File: config.mk
export PLATFORM = sky130hd
export DESIGN_NAME = led_pattern_driver
export DESIGN_NICKNAME = d
export VERILOG_FILES = /design/src/rtl/led_pattern_driver.sv
export SDC_FILE = /design/constraint.sdc
export NUM_CORES = 1
export LEC_CHECK = 0
export ABC_AREA = 1
export ABC_CLOCK_PERIOD_IN_PS = 1400
export BUFFER_PORTS_ARGS = -buffer_cell sky130_fd_sc_hd__buf_4
export CORE_ASPECT_RATIO = 0.5
export CORE_UTILIZATION = 52
export DETAILED_ROUTE_END_ITERATION = 8
export GPL_TIMING_DRIVEN = 0
export HOLD_SLACK_MARGIN = 0.1
export PLACE_DENSITY_LB_ADDON = 0.05
export SLEW_MARGIN = 10
export SYNTH_ARGS = -nofsm -noshare
export SYNTH_HDL_FRONTEND = slang
export SYNTH_SLANG_ARGS = --single-unit
File: constraint.sdc
create_clock -name clk -period 1.4 [get_ports clk]
set_input_delay 0.14 -clock clk [delete_from_list [all_inputs] [get_ports clk]]
set_output_delay 0.14 -clock clk [all_outputs]
set_load 0.05 [all_outputs]
File: src/rtl/led_pattern_driver.sv
// led_pattern_driver: turns the blink heartbeat into a dimmed LED drive.
// Four modes (off, solid, rotating pattern, breathing) share one free-running
// PWM counter. Each synchronised tick_in rising edge is a "step" that rotates
// the pattern register and moves the breathe level one increment.
module led_pattern_driver #(
  parameter int PWM_BITS     = 8,
  parameter int PATTERN_BITS = 8,
  parameter int BREATHE_STEP = 16
) (
  input  logic                    clk,
  input  logic                    reset_n,
  input  logic                    tick_in,
  input  logic [1:0]              mode,
  input  logic [PWM_BITS-1:0]     duty,
  input  logic [PATTERN_BITS-1:0] pattern,
  input  logic                    pattern_load,
  output logic                    step_out,
  output logic                    led_out
);

  typedef enum logic [1:0] {
    MODE_OFF     = 2'b00,
    MODE_SOLID   = 2'b01,
    MODE_PATTERN = 2'b10,
    MODE_BREATHE = 2'b11
  } mode_e;

  typedef enum logic {
    DIR_UP   = 1'b0,
    DIR_DOWN = 1'b1
  } dir_e;

  localparam logic [PWM_BITS-1:0] PWM_MAX   = '1;
  localparam logic [PWM_BITS:0]   LEVEL_MAX = {1'b0, PWM_MAX};
  // Breathe arithmetic is one bit wider than the level so over/underflow is visible.
  localparam logic [PWM_BITS:0]   STEP_INC  = (PWM_BITS + 1)'(BREATHE_STEP);

  // Synchroniser, edge history and the registered step pulse.
  logic sync1_q, sync2_q, hist_q, step_q;

  logic [PWM_BITS-1:0]     pwm_cnt_q, pwm_cnt_d;
  logic [PWM_BITS-1:0]     duty_q, duty_d;
  logic [PATTERN_BITS-1:0] pat_q, pat_d;
  logic [PWM_BITS-1:0]     level_q, level_d;
  dir_e                    dir_q, dir_d;
  mode_e                   mode_q, mode_d;
  logic                    led_q, led_d;

  logic [PWM_BITS:0] level_sum;
  logic [PWM_BITS:0] level_diff;
  logic              pwm_on;
  logic              enter_breathe;

  assign level_sum     = {1'b0, level_q} + STEP_INC;
  assign level_diff    = {1'b0, level_q} - STEP_INC;
  assign pwm_on        = (pwm_cnt_q < duty_q);
  assign enter_breathe = (mode_e'(mode) == MODE_BREATHE) && (mode_q != MODE_BREATHE);

  // Two-flop synchroniser on tick_in, then a rising-edge detector registered into step_q.
  always_ff @(posedge clk or negedge reset_n) begin
    if (!reset_n) begin
      sync1_q <= 1'b0;
      sync2_q <= 1'b0;
      hist_q  <= 1'b0;
      step_q  <= 1'b0;
    end else begin
      // NOTE: non-blocking assignments let every flop sample the pre-edge value,
      // so the chain shifts one stage per clock instead of collapsing.
      sync1_q <= tick_in;
      sync2_q <= sync1_q;
      hist_q  <= sync2_q;
      step_q  <= sync2_q & ~hist_q;
    end
  end

  // PWM counter, period-aligned duty capture, pattern load/rotate and mode copy.
  always_comb begin
    // NOTE: every signal gets a default first so no path leaves it unassigned,
    // which is what would otherwise infer a latch.
    pwm_cnt_d = pwm_cnt_q + 1'b1;
    duty_d    = duty_q;
    pat_d     = pat_q;
    mode_d    = mode_e'(mode);

    // Duty only changes at the end of a period so a PWM pulse is never cut short.
    if (pwm_cnt_q == PWM_MAX) begin
      duty_d = duty;
    end

    // A load on the same cycle as a step wins and suppresses that rotation.
    if (pattern_load) begin
      pat_d = pattern;
    end else if (step_q) begin
      pat_d = {pat_q[PATTERN_BITS-2:0], pat_q[PATTERN_BITS-1]};
    end
  end

  // Breathe direction FSM: ramps level up to full, then down to zero, one increment per step.
  always_comb begin
    level_d = level_q;
    dir_d   = dir_q;

    if (enter_breathe) begin
      level_d = '0;
      dir_d   = DIR_UP;
    end else if ((mode_q == MODE_BREATHE) && step_q) begin
      case (dir_q)
        DIR_UP: begin
          if (level_sum >= LEVEL_MAX) begin
            level_d = PWM_MAX;
            dir_d   = DIR_DOWN;
          end else begin
            level_d = level_sum[PWM_BITS-1:0];
          end
        end
        DIR_DOWN: begin
          // A borrow out of the top bit means the subtraction went below zero.
          if (level_diff[PWM_BITS] || (level_diff == '0)) begin
            level_d = '0;
            dir_d   = DIR_UP;
          end else begin
            level_d = level_diff[PWM_BITS-1:0];
          end
        end
        default: begin
          level_d = '0;
          dir_d   = DIR_UP;
        end
      endcase
    end
  end

  // LED drive selected by the registered mode.
  always_comb begin
    led_d = 1'b0;
    case (mode_q)
      MODE_OFF:     led_d = 1'b0;
      MODE_SOLID:   led_d = pwm_on;
      MODE_PATTERN: led_d = pat_q[PATTERN_BITS-1] & pwm_on;
      MODE_BREATHE: led_d = (pwm_cnt_q < level_q);
      default:      led_d = 1'b0;
    endcase
  end

  // State registers for PWM, pattern, breathe FSM, mode and the LED output.
  always_ff @(posedge clk or negedge reset_n) begin
    if (!reset_n) begin
      pwm_cnt_q <= '0;
      duty_q    <= '0;
      pat_q     <= '0;
      level_q   <= '0;
      dir_q     <= DIR_UP;
      mode_q    <= MODE_OFF;
      led_q     <= 1'b0;
    end else begin
      pwm_cnt_q <= pwm_cnt_d;
      duty_q    <= duty_d;
      pat_q     <= pat_d;
      level_q   <= level_d;
      dir_q     <= dir_d;
      mode_q    <= mode_d;
      led_q     <= led_d;
    end
  end

  assign step_out = step_q;
  assign led_out  = led_q;

endmodule

==> flow_summary.json, run 1 <==
{
  "status": "complete, but fails checks",
  "violations": "setup timing",
  "critical_path_arrival_ns": 1.73,
  "holdPathStages": 3,
  "worstPathRequired_ns": 1.59,
  "antenna_found_initial": 0,
  "cts_tree": "done",
  "numCtsBuffers": 5,
  "ff2ff_path_depth": 8,
  "min_period_ns": 1.54,
  "r2r-start": "pwm_cnt_q[1]",
  "syn_area_um2": 2110,
  "insertion_delay_ns": 0.30,
  "worstHoldPathType": "in -> reg",
  "layout_setup_ws_ns": -0.140,
  "htree_num_levels": 2,
  "postSynthAreaPerCell_um2": 8.51,
  "ant_nets": 0,
  "dp_hpwl_um": 2910,
  "regToRegEndpoint": "duty_q[2]",
  "final_util": 0.841,
  "cts_buffer_depth": 2,
  "rows": 15,
  "crit_path_start_kind": "register",
  "final-hold-violation-count": 0,
  "fin_skew_ns": 0.00779,
  "yosysSeqAreaShare": 0.439,
  "final_nets": 363,
  "synthDistinctLibCells": 28,
  "route.detailed.drc": 0,
  "ir_drop_v": 0.000602,
  "wl_met2_um": 2860,
  "vias": 1961,
  "die_w_um": 92.1,
  "wire_per_inst_um": 14.9,
  "grt_pass1_wl_um": 7510,
  "maxSlewViolCount": 0,
  "place.gp.congestion": 0.859,
  "fill_cells": 212,
  "tightest_slew_ns": 0.462,
  "leakage_nw": 1.49,
  "syn_inst": 248,
  "max_freq_mhz": 649,
  "post_dp_cell_area_um2": 2350,
  "worstSetupEndpointType": "register",
  "overflow": 0,
  "yosys_warnings": 0,
  "crit_path_max_fanout": 4,
  "p_total_w": 0.00330,
  "dp_cells": 321,
  "drive_gt1_frac": 0.378,
  "critPathKind": "reg -> reg",
  "ys_ff_latch": 37,
  "path_clk_slew_ns": 0.08,
  "grt_pass1_vias": 1745,
  "first_pass_iters": 4,
  "rsz0062_at_grt": "yes",
  "cts_root_buf": "clkbuf_8",
  "stdcell_count": 374,
  "areaGrowthSynthToFinish_pct": 45.1,
  "io_buffers": 22,
  "rrSetupSlack_ns": -0.14,
  "diodes": 0,
  "powerDensity_nw_per_um2": 1080,
  "fin_crit_sh": 1.10,
  "min_to": "duty_q[6]",
  "synth_nets": 289,
  "m1WireLength_um": 2320,
  "final_area_um2": 3060,
  "worstHoldStart": "duty[6]",
  "slew_headroom": 0.692,
  "dr_wl_met3_um": 247,
  "viasPerCell": 5.24,
  "dieArea_um2": 4330,
  "die_y_um": 47.0,
  "core_area_um2": 3640,
  "grt_max_degree": 38,
  "initial_core_util": 0.579,
  "cts.sinks": 37,
  "drt_wl_total_um": 5560,
  "finalSetupTns_ns": -1.39,
  "maxCapViolCount": 0,
  "io_pins": 24,
  "topRoutingLayerUsed": "met4",
  "drt_iter0_drc": 82,
  "grt_usage": 0.233,
  "setup_violations": 16
}
==> layout make-up <==
| class | instances | area (um2) | share of cell area |
|---|---|---|---|
| clock buffer | 6 | 72.6 | 0.0237 |
| buffer | 3 | 30.0 | 0.00981 |
| timing repair buffer | 67 | 586 | 0.191 |
| multi-input combinational | 174 | 1230 | 0.402 |
| sequential | 37 | 935 | 0.305 |
| tap | 51 | 63.8 | 0.0208 |
| clock inverter | 2 | 10.0 | 0.00327 |
| inverter | 34 | 135 | 0.0441 |
==> worst max path at each step <==
stage	from	endpoint	slack (ns)	cells past startpoint
finish	pwm_cnt_q[1]	duty_q[2]	-0.14	8
CTS	pwm_cnt_q[0]	duty_q[6]	-0.04	8
global route	pwm_cnt_q[1]	duty_q[7]	-0.17	8
global placement	level_q[5]	dir_q	-0.17	10
detailed placement	level_q[5]	dir_q	-0.17	10
floorplan	pwm_cnt_q[1]	duty_q[6]	0.004	8
==> report_power, final <==
group | internal, W | switching (W) | total (W) | leakage [nW]
clock | 0.000345 | 0.000378 | 0.000723 | 0.0450
combinational | 0.000609 | 0.000695 | 0.00130 | 1.02
sequential | 0.00118 | 0.0000954 | 0.00127 | 0.433
total | 0.00213 | 0.00117 | 0.00330 | 1.49
==> metrics by stage <==
step                worst slack [ns]  hold WS [ns]
floorplan                    0.00376        -0.156
global placement              -0.173         0.125
detailed placement            -0.172         0.128
CTS                          -0.0416        0.0975
global route                  -0.169         0.113
finish                        -0.140         0.102
==> kinds of logic (layout without fill, tap and decap cells) <==
logic type	Yosys count	in the layout	share of synthesized area
AND/OR/NAND/NOR	124	124	0.268
flip-flops	37	37	0.439
buffers and inverters	37	112	0.0741
AO/OA/AOI/OAI	25	25	0.0818
adder cells (fa/ha/maj)	19	19	0.113
XOR/XNOR	6	6	0.0249
==> state kept, by name, indices dropped and copies added, names as in the netlist <==
name and flops:
duty_q 8, pat_q 8, pwm_cnt_q 8, level_q 5, mode_q 2, dir_q 1
hist_q 1, led_out 1, step_out 1, sync1_q 1, sync2_q 1
==> cells in the final DEF (no fill, tap or decap), types with 10 or more instances in the layout <==
master         count
nand2_2           10
ha_1              11
buf_4             43
dfrtp_1           30
nand2_1           53
inv_1             27
dlygate4sd3_1     19
nand3_1           12
a21oi_2           11
nor2_1            19
==> critical path: stages, from the launching register on <==
cell and delay [ns]:
dfrtp_1 0.40, ha_2 0.20, and3_4 0.21, nand3_4 0.08, nor2_4 0.13, nand2_4 0.11, buf_6 0.16, nor2_4 0.09
a21oi_2 0.04
==> cells in the mapped netlist, drive strengths merged <==
master	n	share of area
nand3	18	0.051
nor3	2	0.0047
clkbuf	1	0.0018
inv	33	0.060
dfrtp	37	0.44
ha	19	0.11
clkinv	1	0.0018
a21oi	16	0.050
nand2	64	0.12
xor2	6	0.025
o221ai	1	0.0042
o211ai	4	0.014
nand4	4	0.012
o21a	2	0.0071
buf	2	0.011
nor2	34	0.074
nand3b	1	0.0036
and3	1	0.0053
a22oi	1	0.0036
o21ai	1	0.0024
==> per-layer routing <==
layer  up-vias  global-route usage
met5         -                   0
li1        942                   -
met3        13              0.0631
met2        51               0.442
met4         0              0.0656
met1       955               0.274
==> repair_timing <==
item / CTS / global route
hold buffers: 18 / 1
cloned: 1 / 0
resized for setup: 26 / 34
pin swaps: 3 / 19
buffers inserted: 16 / 9
endpoints found under the setup margin: 14 / 15
hold endpoints to repair: 55 / 1
(Power assumes the default switching activity.)
==> run 2, diff against run 1 <==
--- a/config.mk
+++ b/config.mk
@@ -6,10 +6,11 @@
 export NUM_CORES = 1
 export LEC_CHECK = 0
 export ABC_AREA = 1
-export ABC_CLOCK_PERIOD_IN_PS = 1400
+export ABC_CLOCK_PERIOD_IN_PS = 1700
 export BUFFER_PORTS_ARGS = -buffer_cell sky130_fd_sc_hd__buf_4
 export CORE_ASPECT_RATIO = 0.5
-export CORE_UTILIZATION = 52
+export CORE_UTILIZATION = 35
+export CTS_BUF_LIST = sky130_fd_sc_hd__clkbuf_4 sky130_fd_sc_hd__clkbuf_8 sky130_fd_sc_hd__clkbuf_16
 export DETAILED_ROUTE_END_ITERATION = 8
 export GPL_TIMING_DRIVEN = 0
 export HOLD_SLACK_MARGIN = 0.1
==> constraint.sdc (replaced) <==
create_clock -name clk -period 1.7 [get_ports clk]
set_input_delay 0.17 -clock clk [delete_from_list [all_inputs] [get_ports clk]]
set_output_delay 0.17 -clock clk [all_outputs]
set_load 0.05 [all_outputs]
==> run 2 against run 1 <==
The run ends with DRC left. Clock power increased by 28%. Clock skew decreased by 0.0049 ns. Hold slack improved by 0.0068 ns. Sequential power decreased by 17%. Largest cell class unchanged. Maximum frequency decreased by 1.1%. Critical path depth increased by 2. Largest power group is now registers. Highest routed layer unchanged. Sequential share of layout area increased by 5.4 points. Critical endpoint is now dir_q.
==> flow_summary.json, run 2 (synthesis gave the netlist of run 1 again) <==
{
  "grt_pass1_vias": 1602,
  "critPathBufInv": 2,
  "fin_crit_sh": 0.916,
  "clockPowerShare": 0.344,
  "drt_wl_total_um": 4060,
  "rsz0062_at_grt": "no",
  "io_buffers": 22,
  "dieArea_um2": 6360,
  "drt_iter0_drc": 90,
  "cpPeakStageDelay_ns": 0.45,
  "leakage_nw": 1.34,
  "numCtsBuffers": 5,
  "tightest_slew_ns": 0.480,
  "die_y_um": 56.9,
  "slew_headroom": 0.680,
  "cts.sinks": 37,
  "p_seq_frac": 0.392,
  "insertion_delay_ns": 0.27,
  "dp_hpwl_um": 3070,
  "grt_max_degree": 38,
  "vias": 1655,
  "overflow": 0,
  "crit_path_max_fanout": 6,
  "critPathKind": "reg -> reg",
  "areaGrowthSynthToFinish_pct": 22.4,
  "setup_violations": 0,
  "reg.largest.list": "duty_q (8), pat_q (8), pwm_cnt_q (8)",
  "cp_top_family": "simple AND/OR/NAND/NOR gates",
  "status": "complete, but fails checks",
  "finalSetupTns_ns": 0,
  "comb_power_share": 0.264,
  "final_util": 0.458,
  "die_w_um": 112,
  "dr_wl_met3_um": 179,
  "grt_pass1_wl_um": 7250,
  "swShare": 0.306,
  "worstPathRequired_ns": 1.86,
  "grt_usage": 0.145,
  "m1WireLength_um": 2110,
  "maxSlewViolCount": 0,
  "min_period_ns": 1.56,
  "fin_skew_ns": 0.00288,
  "place.gp.congestion": 0.791,
  "powerDensity_nw_per_um2": 1040,
  "cts_tree": "done",
  "violations": "DRC",
  "switching_power_w": 0.000821,
  "final_common_cell": "nand2_1",
  "antenna_found_initial": 0,
  "final_nets": 325,
  "max_freq_mhz": 642,
  "crit_top_cell": "nand2_1",
  "maxCapViolCount": 0,
  "route.detailed.drc": 1,
  "cts_buffer_depth": 2,
  "holdWs_ns": 0.109,
  "wire_per_inst_um": 11.4,
  "topRoutingLayerUsed": "met4",
  "worstHoldPathType": "in -> reg",
  "final-hold-violation-count": 0,
  "core_area_um2": 5630,
  "critical_path_arrival_ns": 1.72,
  "layout_common_cells": "nand2_1 (63), dfrtp_1 (35), inv_1 (29), nor2_1 (27), buf_4 (25)",
  "cts_root_buf": "clkbuf_16",
  "path_clk_slew_ns": 0.05,
  "rrSetupSlack_ns": 0.14,
  "htree_num_levels": 2,
  "slowest_stage": "dfrtp_2",
  "io_pins": 24,
  "p_int_w": 0.00186,
  "wl_met2_um": 1750,
  "ir_drop_v": 0.000555,
  "viasPerCell": 4.64,
  "worstSetupEndpointType": "register",
  "drive_gt1_frac": 0.208,
  "crit_chain": "inv_2 > ha_2 > nand2_1 > nand2_1 > nand3_1 > nand2_1 > nand3_1 > inv_1 > nor2_1 > nor2_1",
  "rows": 19,
  "fill_cells": 568,
  "crit_path_start_kind": "register",
  "first_pass_iters": 6,
  "initial_core_util": 0.374,
  "ant_nets": 0,
  "diodes": 0
}
[run 2: cell types whose count changed in the layout (fill, tap and decap cells not counted), sizes merged]
| cell | change |
|---|---|
| buf | -23 |
| dlygate4sd3 | -15 |
| clkinv | -2 |
| clkbuf | +1 |
[run 2: area by class of cell]
cell class,instances,area (um2),share of cell area
multi-input cells,174,1030,0.399
flip-flops and latches,37,928,0.359
repair buffers,29,228,0.0882
clock buffers,7,146,0.0567
inverters,34,133,0.0514
well taps,73,91.3,0.0354
plain buffers,3,26.3,0.0102
[run 2: per-stage QoR]
stage | total power, W | cell area, um2 | worst slack, ns | cells
final | 0.00268 | 2580 | 0.143 | 357
after global routing | 0.00288 | 2580 | 0.0108 | 357
after CTS | 0.00268 | 2550 | 0.0140 | 354
after detailed placement | 0.00173 | 2370 | -0.0526 | 343
after global placement | 0.00172 | 2370 | -0.0311 | 343
after floorplan | 0.00155 | 2110 | 0.193 | 248
[run 2: worst paths after layout]
| path | depth (start not counted) | startpoint | endpoint |
|---|---|---|---|
| max in group asynchronous | 2 | reset_n | level_q[4] |
| worst max register to register | 10 | level_q[5] | dir_q |
| min in group asynchronous | 2 | reset_n | pat_q[0] |
| worst max-delay path | 10 | level_q[5] | dir_q |
| worst min register to register | 0 | sync1_q | sync2_q |
| worst min-delay path | 3 | pattern[1] | pat_q[1] |
[run 2: worst min-delay path: cells and delay by family]
kind                   cells  cell delay, ns
AOI/OAI and AO/OA          1            0.05
buffers and inverters      1            0.08
and+or+nand+nor            1            0.04
[run 2: power groups by stage]
stage          registers (W)  logic, W  clock network (W)
4_1_cts              0.00105  0.000682           0.000955
3_3_place_gp         0.00106  0.000662                  0
6_report             0.00105  0.000708           0.000923
5_1_grt              0.00106  0.000820           0.000993
2_1_floorplan        0.00106  0.000485                  0
3_5_place_dp         0.00106  0.000671                  0
[run 2: metal layers]
metal,GRT usage,up-vias
li1,-,871
met1,0.196,756
met2,0.230,26
met3,0.0432,2
met4,0.0290,0
met5,0,-
[run 2: what timing repair did]
item                                   4_1_cts  5_1_grt
hold buffers                                 4        0
buffers inserted                             0        3
setup endpoints to repair                    4        5
endpoints found under the hold margin       40        0
resized for setup                            1        5
